<file path="src/rtl/viterbi_acs_sched.sv">
// -----------------------------------------------------------------------------
// viterbi_acs_sched
// Drives a single add-compare-select datapath across all 2^(K-1) trellis states,
// one state per cycle. Each trellis step does the following:
//   * accepts one set of four branch metrics,
//   * sweeps every state through the ACS,
//   * swaps the path-metric buffers,
//   * hands the survivor decisions and the best state/metric to traceback.
//
// Optional feature macro: ACS_SCHED_NORM_EN.
//   When defined, the commit step renormalises the path metrics once the minimum
//   reaches NORM_TH. When undefined, metrics saturate at 15 (INF).
//
// Ports
//   clk          rising-edge clock
//   rst          synchronous reset, active-high (wins over init)
//   init         synchronous metric re-init / abort of an in-flight step
//   bm_valid     branch-metric set valid
//   bm_ready     scheduler idle, a set can be accepted
//   bm_00..bm_11 branch metric for codeword {c0,c1}
//   dec_valid    decision vector valid
//   dec_ready    traceback accepts the decision vector
//   dec          dec[s] = survivor decision for state s
//   best_state   state with minimum new metric (lowest index on tie)
//   best_metric  metric of best_state
//   busy         high while ACS, COMMIT or OUT
// -----------------------------------------------------------------------------
module viterbi_acs_sched #(
    parameter int             K       = 3,
    parameter logic [K-1:0]   G0      = 3'b111,
    parameter logic [K-1:0]   G1      = 3'b101,
    parameter int             NORM_TH = 8,
    localparam int            NSTATES = 1 << (K - 1),
    localparam int            M       = K - 1
) (
    input  logic               clk,
    input  logic               rst,
    input  logic               init,
    input  logic               bm_valid,
    output logic               bm_ready,
    input  logic [1:0]         bm_00,
    input  logic [1:0]         bm_01,
    input  logic [1:0]         bm_10,
    input  logic [1:0]         bm_11,
    output logic               dec_valid,
    input  logic               dec_ready,
    output logic [NSTATES-1:0] dec,
    output logic [M-1:0]       best_state,
    output logic [3:0]         best_metric,
    output logic               busy
);

    localparam logic [1:0] ST_IDLE   = 2'd0;
    localparam logic [1:0] ST_ACS    = 2'd1;
    localparam logic [1:0] ST_COMMIT = 2'd2;
    localparam logic [1:0] ST_OUT    = 2'd3;

    localparam logic [3:0]   INF      = 4'd15;
    localparam logic [3:0]   NORM_THV = 4'(NORM_TH);
    localparam logic [M-1:0] LAST_ST  = M'(NSTATES - 1);

`ifdef ACS_SCHED_NORM_EN
    localparam bit NORM_EN = 1'b1;
`else
    localparam bit NORM_EN = 1'b0;
`endif

    logic [1:0]         state_reg;
    logic [M-1:0]       cnt_reg;
    logic [3:0]         bm_reg      [4];
    logic [3:0]         pm_old_reg  [NSTATES];
    logic [3:0]         pm_new_reg  [NSTATES];
    logic [NSTATES-1:0] dec_work_reg;
    logic [3:0]         min_metric_reg;
    logic [M-1:0]       min_state_reg;
    logic [NSTATES-1:0] dec_reg;
    logic [M-1:0]       best_state_reg;
    logic [3:0]         best_metric_reg;

    // ------------------------------------------------------------------
    // ACS datapath for state s = cnt_reg.
    // Branch b comes from predecessor {s[M-2:0], b}. The encoder register
    // seen on that transition is {s, b}, which selects the branch metric.
    // ------------------------------------------------------------------
    logic [3:0]   br_cost [2];
    logic         acs_dec;
    logic [3:0]   acs_cost;

    genvar gi;
    generate
        for (gi = 0; gi < 2; gi++) begin : g_branch
            logic [K-1:0] enc_r;
            logic [M-1:0] pred;
            logic         c0;
            logic         c1;
            logic [3:0]   pm_sel;
            logic [4:0]   sum;

            assign enc_r  = {cnt_reg, 1'(gi)};
            assign pred   = enc_r[M-1:0];
            assign c0     = ^(enc_r & G0);
            assign c1     = ^(enc_r & G1);
            assign pm_sel = pm_old_reg[pred];
            assign sum    = {1'b0, pm_sel} + {1'b0, bm_reg[{c0, c1}]};
            // An INF predecessor stays INF; otherwise clip at INF.
            assign br_cost[gi] = (pm_sel == INF || sum[4]) ? INF : sum[3:0];
        end
    endgenerate

    // Ties keep branch 0.
    assign acs_dec  = (br_cost[1] < br_cost[0]);
    assign acs_cost = acs_dec ? br_cost[1] : br_cost[0];

    // ------------------------------------------------------------------
    // Commit-time normalisation. INF entries are never reduced.
    // ------------------------------------------------------------------
    logic       norm_apply;
    logic [3:0] pm_commit [NSTATES];

    assign norm_apply = NORM_EN && (min_metric_reg >= NORM_THV);

    generate
        for (gi = 0; gi < NSTATES; gi++) begin : g_norm
            assign pm_commit[gi] = (norm_apply && pm_new_reg[gi] != INF)
                                   ? pm_new_reg[gi] - min_metric_reg
                                   : pm_new_reg[gi];
        end
    endgenerate

    // ------------------------------------------------------------------
    // Sequencer. rst and init do the same thing: init is simply the
    // frame-start / abort path that is driven during normal operation.
    // ------------------------------------------------------------------
    always_ff @(posedge clk) begin
        if (rst || init) begin
            state_reg       <= ST_IDLE;
            cnt_reg         <= '0;
            dec_work_reg    <= '0;
            min_metric_reg  <= '0;
            min_state_reg   <= '0;
            dec_reg         <= '0;
            best_state_reg  <= '0;
            best_metric_reg <= '0;
            for (int i = 0; i < 4; i++) begin
                bm_reg[i] <= '0;
            end
            for (int i = 0; i < NSTATES; i++) begin
                pm_old_reg[i] <= (i == 0) ? 4'd0 : INF;
                pm_new_reg[i] <= INF;
            end
        end else begin
            case (state_reg)
                ST_IDLE: begin
                    if (bm_valid) begin
                        bm_reg[0] <= {2'b00, bm_00};
                        bm_reg[1] <= {2'b00, bm_01};
                        bm_reg[2] <= {2'b00, bm_10};
                        bm_reg[3] <= {2'b00, bm_11};
                        cnt_reg   <= '0;
                        state_reg <= ST_ACS;
                    end
                end
                ST_ACS: begin
                    pm_new_reg[cnt_reg]   <= acs_cost;
                    dec_work_reg[cnt_reg] <= acs_dec;
                    // Strict compare keeps the lowest index on ties.
                    if (cnt_reg == '0 || acs_cost < min_metric_reg) begin
                        min_metric_reg <= acs_cost;
                        min_state_reg  <= cnt_reg;
                    end
                    if (cnt_reg == LAST_ST) begin
                        state_reg <= ST_COMMIT;
                    end else begin
                        cnt_reg <= cnt_reg + M'(1);
                    end
                end
                ST_COMMIT: begin
                    for (int i = 0; i < NSTATES; i++) begin
                        pm_old_reg[i] <= pm_commit[i];
                    end
                    dec_reg         <= dec_work_reg;
                    best_state_reg  <= min_state_reg;
                    best_metric_reg <= norm_apply ? 4'd0 : min_metric_reg;
                    state_reg       <= ST_OUT;
                end
                default: begin
                    if (dec_ready) begin
                        state_reg <= ST_IDLE;
                    end
                end
            endcase
        end
    end

    assign bm_ready    = (state_reg == ST_IDLE);
    assign dec_valid   = (state_reg == ST_OUT);
    assign busy        = (state_reg != ST_IDLE);
    assign dec         = dec_reg;
    assign best_state  = best_state_reg;
    assign best_metric = best_metric_reg;

endmodule
</file>
<file path="config.mk">
export PLATFORM = sky130hd
export DESIGN_NAME = viterbi_acs_sched
export DESIGN_NICKNAME = d
export VERILOG_FILES = /design/src/rtl/viterbi_acs_sched.sv
export SDC_FILE = /design/constraint.sdc
export NUM_CORES = 1
export LEC_CHECK = 0
export ABC_AREA = 1
export CAP_MARGIN = 10
export CORE_MARGIN = 4
export CORE_UTILIZATION = 50
export DETAILED_ROUTE_END_ITERATION = 10
export GPL_TIMING_DRIVEN = 0
export PLACE_DENSITY = 0.78
export SYNTH_ARGS = -nofsm -noshare
export SYNTH_HDL_FRONTEND = slang
export SYNTH_SLANG_ARGS = --single-unit
</file>
<file path="constraint.sdc">
create_clock -name clk -period 11.4 [get_ports clk]
set_input_delay 1.71 -clock clk [delete_from_list [all_inputs] [get_ports clk]]
set_output_delay 1.71 -clock clk [all_outputs]
set_load 0.01 [all_outputs]
</file>
[Word-level counts from Yosys, hierarchy flattened]
Memory sizes are Yosys's and may differ from the RTL's. A register that Yosys moved wholly into a read port is not among the register bits.
Index checks and enable logic that the tools add are counted.
Widths: inputs -> output; s select.
Word-level totals
  word-level logic and storage cells: 93
  input bits: 13
  output and inout port bits: 13
  register bits: 24
  memories: 3
  RAM bits: 40
Operators by class
  reductions and logical operators: 18
  bitwise logic cells: 8
  add/sub/neg operators: 3
  $lt $le $gt $ge: 4
  multiplexer cells: 40
  equality and inequality tests: 9
Memories
  pm_new_reg: depth 4, width 4, rd ports 4, clocked after Yosys merged registers in 0, wr ports 4, line 72  | logic [3:0] pm_new_reg [NSTATES];
  pm_old_reg: depth 4, width 4, rd ports 2, clocked after Yosys merged registers in 2, wr ports 4, line 71  | logic [3:0] pm_old_reg [NSTATES];
  bm_reg: depth 4, width 2, rd ports 2, clocked after Yosys merged registers in 0, wr ports 4, line 70  | logic [3:0] bm_reg [4];
Operators by type and width (number)
  $mux 4: 8
  $mux 2: 14
  $mux 1: 14
  $reduce_xor 3->1: 4
  $add 4x4->5: 2
  $eq 4x4->1 const B: 2
  $lt 4x4->1: 2
  $or 1x1->1: 8
  $eq 2x2->1 const B: 3
  $ne 2x2->1 const B: 3
  $pmux 2 s3: 1
  $reduce_and 3->1: 2
  $bwmux 4: 1
  $logic_not 2->1: 2
  $logic_or 1x1->1: 4
  $pmux 2 s2: 1
  $reduce_bool 2->1: 2
  $reduce_bool 4->1: 1
  $reduce_or 4->1: 1
  $lt 2x3->1 const B: 1
  $add 2x1->2 const B: 1
  $demux 1 s2: 1
  $eq 2x1->1 const B: 1
  $ge 2x1->1 const B: 1
  other kinds (2): 2

[Longest topological paths before layout]
Gate-level depths: netlist of run 1.
An unclocked memory read counts as a cell.
  depth after elaboration: 10
  gate-level depth with buffers: 30
  gate-level depth less buffers: 29

[Least setup slack after synthesis of run 1]
Ideal clock, no wire load.
  kind: reg2reg
  start: reg cnt_reg[1]
  end: reg min_metric_reg[2]
  cell stages (with the launch flop): 27
  slack: 7.518 ns
  arrival time: 3.768 ns
  library setup time: 0.114 ns
  path buffers: 1
  data required time: 11.286 ns
  period minus slack after synthesis: 3.882 ns
  cells stage by stage: dfxtp_1 -> inv_1 -> clkbuf_1 -> ha_1 -> inv_1 -> o21ai_0 -> o22ai_1 -> ha_1 -> inv_1 -> fa_1 -> nor3b_1 -> a21oi_1 -> ha_1 -> inv_1 -> nor2_1 -> nand2_2 -> nand2_4 -> inv_2 -> nand2_1 -> nand2_1 -> ha_1 -> a211oi_1 -> nand2_4 -> nand2_4 -> nand2_1 -> nand2_1 -> nor2_2
On the way
  cells in the longest elaborated chain, start to end: 10
  elaborated cells on any way between the ends: 17
  classes of those cells: add/sub (2); order compare (2); mux (3); reduce/logical (9); memory (1)
RTL lines
  from (decl): line 69  | logic [M-1:0] cnt_reg;
  from (signal assigned): line 174  | cnt_reg <= cnt_reg + M'(1);
  $reduce_xor 3->1 (on tied branches): line 102, 101
  $mem_v2 4x2 *
  $add 4x4->5: line 104  | assign sum = {1'b0, pm_sel} + {1'b0, bm_reg[{c0, c1}]};
  $logic_or 1x1->1: line 106  | assign br_cost[gi] = (pm_sel == INF || sum[4]) ? INF : sum[3:0];
  $mux 4: line 106
  $lt 4x4->1: line 111  | assign acs_dec = (br_cost[1] < br_cost[0]);
  $mux 4 *: line 112  | assign acs_cost = acs_dec ? br_cost[1] : br_cost[0];
  named net acs_cost[2]: line 87  | logic [3:0] acs_cost;
  $lt 4x4->1: line 167  | if (cnt_reg == '0 || acs_cost < min_metric_reg) begin
  $logic_or 1x1->1: line 167
  $reduce_and 2->1 (no line)
  to (signal assigned): line 168  | min_metric_reg <= acs_cost;
  to (decl): line 74  | logic [3:0] min_metric_reg;
Mark *: on every way through the listed nets, which the timed path passes. The rest lies on a longest branch.
A chain may end at the register's enable or synchronous reset.

[Final worst setup path of run 1]
Same ends and word-level chain as after synthesis.

==> key figures, run 1 <==
Status
  • Outcome: finished clean

Clock tree
  • H-tree depth: 3
  • Clock buffer depth: 2
  • CTS root buffer: clkbuf_8
  • CTS tree: done
  • TritonCTS Buffers: 9
  • Skew-Pair Late Insertion Delay: 0.34 ns
  • Post-CTS Resized: 0
  • Post-CTS setup repair buffer count: 0
  • CTS clock-pin slew for the worst setup and hold paths: 0.07 ns
  • # clock sinks: 65
  • Hold buffers post-CTS: 0

Global routing
  • Initial antenna violation count: 0
  • Number of global-route vias before repair: 2498
  • GRT Resource Usage Total: 17.4%
  • First-pass GRT wire length: 11200 um
  • Largest net degree at the start of global routing: 17
  • GRT overflow: 0

Logic synthesis
  • Avg Inst Size Synth: 8.59 um2
  • EDFF count, synth: 40
  • Synth Flop Type: edfxtp_1
  • Mapped cell area: 3360 um2
  • Synth Warn #: 0
  • Commonest cells post-synth: nand2_1, inv_1, nor2_1
  • Most frequent cell after synthesis: nand2_1
  • Yosys cell types: 29
  • Post-synth top area cell: edfxtp_1
  • Syn nets: 426
  • FF+latch count, synth: 65
  • Largest cells by area after synthesis: edfxtp_1, dfxtp_1, nand2_1
  • Synthesized instance count: 391
  • Async set or reset register ratio after synthesis: 0%
  • Sequential-to-total area share from yosys stat: 50.7%
  • Share of the synthesized area in the top cell type: 35.8%

Die
  • Initial core utilization: 52.3%
  • Die height: 90.0 um
  • Die X: 90.0 um
  • # rows: 29
  • I/O pin cnt: 26
  • Die area: 8090 um2
  • Core area: 6420 um2

STA
  • Final min period: 4.76 ns
  • Worst-Margin Slew: 0.630 ns
  • # setup viols final: 0
  • Fin. max-slew vios: 0
  • RSZ-0062 raised after global routing: false
  • Max Freq: 210 MHz
  • Setup Skew: 0.00619 ns
  • Final Hold Vio Count: 0
  • Rel. slew slack: 57.7%
  • Final period utilization: 41.7%
  • Final TNS setup: 0 ns

Routing
  • DR WL/cell: 12.5 um
  • Routed WL: 6380 um
  • ANT nets after route: 0
  • Via Count: 2509
  • # DRC: 0
  • 1st-pass router iterations: 4
  • Initial DRC Count: 174
  • Vias per inst: 4.93

Pwr
  • Sw Ratio: 27.2%
  • PD cells: 126 nW/um2
  • Worst vdd ir: 0.105 mV
  • Sw power: 133 uW
  • Clock power frac: 35.0%
  • Power Internal: 357 uW
  • Leakage: 1.64 nW
  • Combinational fraction of design power: 12.7%
  • Reg power frac: 52.3%

Worst setup path
  • Critical Path Source Type: flop
  • FF-to-FF setup slack: 6.64 ns
  • Crit-path slowest cell: clkbuf_1
  • Kind of critical path: reg2reg
  • Worst setup EP type: flop
  • Max Fanout on Critical Path: 11
  • Worst endpoint required time: 11.63 ns
  • CP arrival: 4.99 ns
  • Crit-path most repeated cell: inv_1
  • Slowest Stage Delay on Critical Path: 0.42 ns

Final layout
  • Share of layout cells above drive strength 1: 12.3%
  • FILL cells: 541
  • ANT cells: 0
  • Layout area overhead: 15.6%
  • Final nets: 462
  • Post-route insts no fill: 509

Placement
  • Post-DP HPWL: 4880 um
  • Input/output buffers: 25
  • Placer Congestion: 0.874
  • Cells after DPL: 493

Hold path
  • Worst hold path type: reg2reg

Run
  • Max cap viols: 0
layout by cell type (no fill, tap or decap), drive strengths merged, types with 14 or more instances in the layout:
master	n
clkdlybuf4s50	25
nor2	46
o21ai	21
dfxtp	25
nand3	14
edfxtp	40
a21oi	20
nand2	97
clkbuf	15
ha	20
inv	73
routing by layer:
metal  part of all wire [%]  GRT usage [%]  wire [um]  vias up
met1                     45           21.2       2850     1126
met5                      0              0          0        -
li1                       -              -          -     1316
met4                    3.4           9.95        216        0
met2                     48           28.1       3080       47
met3                    3.7           4.42        239       20
cell type report:
cell class	instances	area [um2]	area share, %
Sequential cell	65	1700	43.8
Multi-Input combinational cell	245	1340	34.6
Inverter	72	270	6.96
Timing Repair Buffer	25	250	6.44
Clock buffer	9	124	3.19
Tap cell	77	96.3	2.48
Clock inverter	7	55.1	1.42
Buffer	9	43.8	1.13
kinds of logic after synthesis:
| group | after synthesis | share of synthesized area, % |
|---|---|---|
| flops | 65 | 50.7 |
| buf+inv | 81 | 9.35 |
| fa+ha+maj | 22 | 8.64 |
| simple gates | 170 | 22.2 |
| compound gates | 51 | 8.64 |
| xor+xnor | 2 | 0.522 |
metrics by stage:
step           power, mW  instance area (um2)  util (%)  setup WS [ns]  hold WS [ns]
2_1_floorplan      0.305                 3360         -           7.52         0.430
3_3_place_gp       0.321                 3700      57.7           6.87         0.447
3_5_place_dp       0.324                 3700      57.7           6.67         0.450
4_1_cts            0.494                 3880      60.5           6.64         0.467
5_1_grt            0.517                 3880      60.5           6.11         0.497
6_report           0.490                 3880      60.5           6.64         0.464
worst max-delay path: cells and delay by family (launching register included):
family,cells,cell delay (ns)
AOI/OAI and AO/OA,5,0.88
adders and majority gates,5,1.46
and+or+nand+nor,10,0.86
buffers and inverters,8,1.03
DFF,1,0.41
worst paths after layout:
kind,startpoint,endpoint,cells past startpoint
max reg2reg,cnt_reg[1]$_SDFFE_PP0P_,min_metric_reg[2]$_SDFFE_PP0P_,28
min reg2reg,dec_work_reg[2]$_SDFFE_PP0P_,dec[2]$_SDFFE_PP0P_,2
max,cnt_reg[1]$_SDFFE_PP0P_,min_metric_reg[2]$_SDFFE_PP0P_,28
min,dec_work_reg[2]$_SDFFE_PP0P_,dec[2]$_SDFFE_PP0P_,2
power by group through the flow:
stage	Clock [mW]	Combinational (mW)	Sequential (mW)
after floorplan	0	0.0447	0.261
after global placement	0	0.0597	0.261
after detailed placement	0	0.0621	0.262
after CTS	0.176	0.0624	0.256
after global routing	0.188	0.0722	0.257
final	0.172	0.0622	0.256
Power figures use the tool's default switching activity.
==> inputs of run 2 (changes only) <==
--- a/config.mk
+++ b/config.mk
@@ -11,7 +11,7 @@
 export CORE_UTILIZATION = 50
 export DETAILED_ROUTE_END_ITERATION = 10
 export GPL_TIMING_DRIVEN = 0
-export PLACE_DENSITY = 0.78
+export PLACE_DENSITY = 0.81
 export SYNTH_ARGS = -nofsm -noshare
 export SYNTH_HDL_FRONTEND = slang
 export SYNTH_SLANG_ARGS = --single-unit
==> constraint.sdc (replaced) <==
create_clock -name clk -period 4.1 [get_ports clk]
set_input_delay 0.615 -clock clk [delete_from_list [all_inputs] [get_ports clk]]
set_output_delay 0.615 -clock clk [all_outputs]
set_load 0.01 [all_outputs]
==> run 2 against run 1 <==
Clock power increased to 3.5 times the previous value. Via count increased by 2.9%. Die area unchanged. Clock-buffer cell count unchanged. Global-route usage increased by 0.23 points. Final cell count increased by 2.0%. Worst setup slack got worse by 6.5 ns. Register-to-register slack got worse by 6.5 ns. Non-clock buffer count increased by 9. Fmax increased by 20%. Flip-flop and latch count unchanged. Critical path type unchanged. Critical endpoint is now min_metric_reg[0]$_SDFFE_PP0P_. Largest power group unchanged.
==> key figures, run 2 (synthesized netlist as in run 1, its figures left out) <==
Status
  • Outcome: finished clean

Pwr
  • Leakage: 1.72 nW (+4.9%)
  • Worst vdd ir: 0.433 mV (+310%)
  • PD cells: 371 nW/um2 (+190%)

Worst setup path
  • CP arrival: 4.21 ns (-0.78 ns)
  • Critical Path Source Type: flop
  • Kind of critical path: reg2reg
  • Worst endpoint required time: 4.35 ns (-7.28 ns)
  • RR Startpoint: cnt_reg[1]$_SDFFE_PP0P_
  • Slowest Stage Delay on Critical Path: 0.40 ns (-0.02 ns)
  • Crit path launch: cnt_reg[1]$_SDFFE_PP0P_
  • Max Fanout on Critical Path: 6 (-5)
  • Worst setup EP type: flop
  • Crit-path slowest cell: dfxtp_4

Final layout
  • Final nets: 472 (+2.2%)
  • Area of the multi-input gates: 1420 um2 (+5.6%)
  • Most frequent cells in the layout: nand2_1, inv_1, nor2_1
  • ANT cells: 0 (unchanged)
  • Layout area overhead: 21.6%
  • FILL cells: 507 (-6.3%)
  • Share of layout cells above drive strength 1: 19.0% (+6.7 points)
  • Most common cell after layout, fill and taps aside: nand2_1
  • Post-route insts no fill: 519 (+2.0%)
  • Register area: 1710 um2 (+0.44%)

STA
  • # setup viols final: 0 (unchanged)
  • Final period utilization: 96.6% (+55 points)
  • Worst-Margin Slew: 0.689 ns (+0.0590 ns)
  • Fin. max-slew vios: 0 (unchanged)
  • Rel. slew slack: 53.7% (-4.0 points)
  • Final worst slack: 0.140 ns (-6.50 ns)
  • Max Freq: 253 MHz (+20%)
  • Final Hold Vio Count: 0 (unchanged)
  • Final min period: 3.96 ns (-0.796 ns)
  • Hold_ws: 0.467 ns (+0.00246 ns)
  • Final TNS setup: 0 ns (unchanged)
  • Setup Skew: 0.00677 ns (+0.000581 ns)

Routing
  • ANT nets after route: 0 (unchanged)
  • Routed WL: 6960 um (+9.1%)
  • # DRC: 0 (unchanged)
  • Initial DRC Count: 117 (-33%)
  • Vias per inst: 4.97 (+0.93%)
  • DR WL/cell: 13.4 um (+7.0%)
  • 1st-pass router iterations: 4 (unchanged)
  • Via Count: 2582 (+2.9%)

Clock tree
  • # clock sinks: 65 (unchanged)
  • CTS clock-pin slew for the worst setup and hold paths: 0.08 ns (about the same)
  • Skew-Pair Late Insertion Delay: 0.36 ns (+0.02 ns)
  • Hold buffers post-CTS: 0 (unchanged)
  • CTS tree: done
  • TritonCTS Buffers: 9 (unchanged)
  • Clock buffer depth: 2 (unchanged)
  • CTS root buffer: clkbuf_8
  • H-tree depth: 3 (unchanged)

Die
  • Initial core utilization: 52.3% (unchanged)
  • Core area: 6420 um2 (unchanged)
  • # rows: 29 (unchanged)
  • Die X: 90.0 um (unchanged)
  • I/O pin cnt: 26 (unchanged)
  • Die area: 8090 um2 (unchanged)
  • Die height: 90.0 um (unchanged)

Hold path
  • Min-delay src: dec_work_reg[1]$_SDFFE_PP0P_
  • Worst hold path type: reg2reg

Placement
  • Post-DP HPWL: 4890 um (+0.34%)
  • Placer Congestion: 0.853 (-2.4%)
  • Cells after DPL: 493 (unchanged)
  • Pre-CTS setup slack: -0.608 ns (-7.28 ns)
  • Input/output buffers: 25 (unchanged)

Global routing
  • Largest net degree at the start of global routing: 17 (unchanged)
  • GRT overflow: 0 (unchanged)
  • Number of global-route vias before repair: 2458 (-1.6%)
  • GRT Resource Usage Total: 17.6% (+0.23 points)
  • First-pass GRT wire length: 11300 um (+0.67%)
  • Initial antenna violation count: 0 (unchanged)

Run
  • Max cap viols: 0 (unchanged)
==> run 2: cell count changes in the layout (fill, tap and decap cells not counted), sizes merged <==
cell / before / now
inv: 73 / 70
nand2: 97 / 98
bufinv: 0 / 2
buf: 3 / 13
clkbuf: 15 / 14
clkinv: 4 / 5
==> run 2: worst max-delay path: cells and delay by family, from the launching register on <==
family	cells	cell delay, ns
buffers and inverters	7	0.53
AO/OA/AOI/OAI	4	0.49
adder cells (fa/ha/maj)	5	1.39
flip-flops	1	0.40
AND/OR/NAND/NOR	13	1.04
==> run 2: timing repair <==
item                                    CTS  global route
setup buffers                             2             8
endpoints found under the setup margin   12             6
pin swaps                                 0            13
gates cloned                              0             1
hold endpoints to repair                  0             0
resized for setup                         7            23
==> run 2: area by class of cell <==
class / instances / area share [%]
Buffer: 8 / 1.01
Clock buffer: 9 / 3.03
Sequential cell: 65 / 41.8
Timing Repair Buffer: 35 / 7.96
Clock inverter: 7 / 2.33
Multi-Input combinational cell: 246 / 34.7
Tap cell: 77 / 2.36
Inverter: 72 / 6.77
==> run 2: metal layers <==
layer  track usage [%]  up-vias  wire, um
met3              3.59       15       272
met5                 0        -         0
met4              7.65        0       130
li1                  -     1329         -
met2              29.1       53      3420
met1              22.5     1185      3140
==> run 2: through the flow <==
step / utilization, % / total power, mW / area, um2
2_1_floorplan: - / 0.849 / 3360
3_3_place_gp: 57.7 / 0.892 / 3700
5_1_grt: 63.6 / 1.58 / 4090
4_1_cts: 61.5 / 1.49 / 3950
6_report: 63.6 / 1.52 / 4090
3_5_place_dp: 57.7 / 0.900 / 3700
==> run 2: power breakdown <==
part | internal, mW | total, mW | switching [mW]
Combinational | 0.0777 | 0.202 | 0.124
Sequential | 0.705 | 0.712 | 0.00708
Clock | 0.342 | 0.601 | 0.260
Total | 1.12 | 1.52 | 0.391
==> run 2: path summary, 6_finish.rpt <==
kind,end,slack (ns),cells past startpoint
setup reg to reg,min_metric_reg[0]$_SDFFE_PP0P_,0.14,29
hold / removal,dec[1]$_SDFFE_PP0P_,0.47,2
setup / recovery,min_metric_reg[0]$_SDFFE_PP0P_,0.14,29
hold reg to reg,dec[1]$_SDFFE_PP0P_,0.47,2
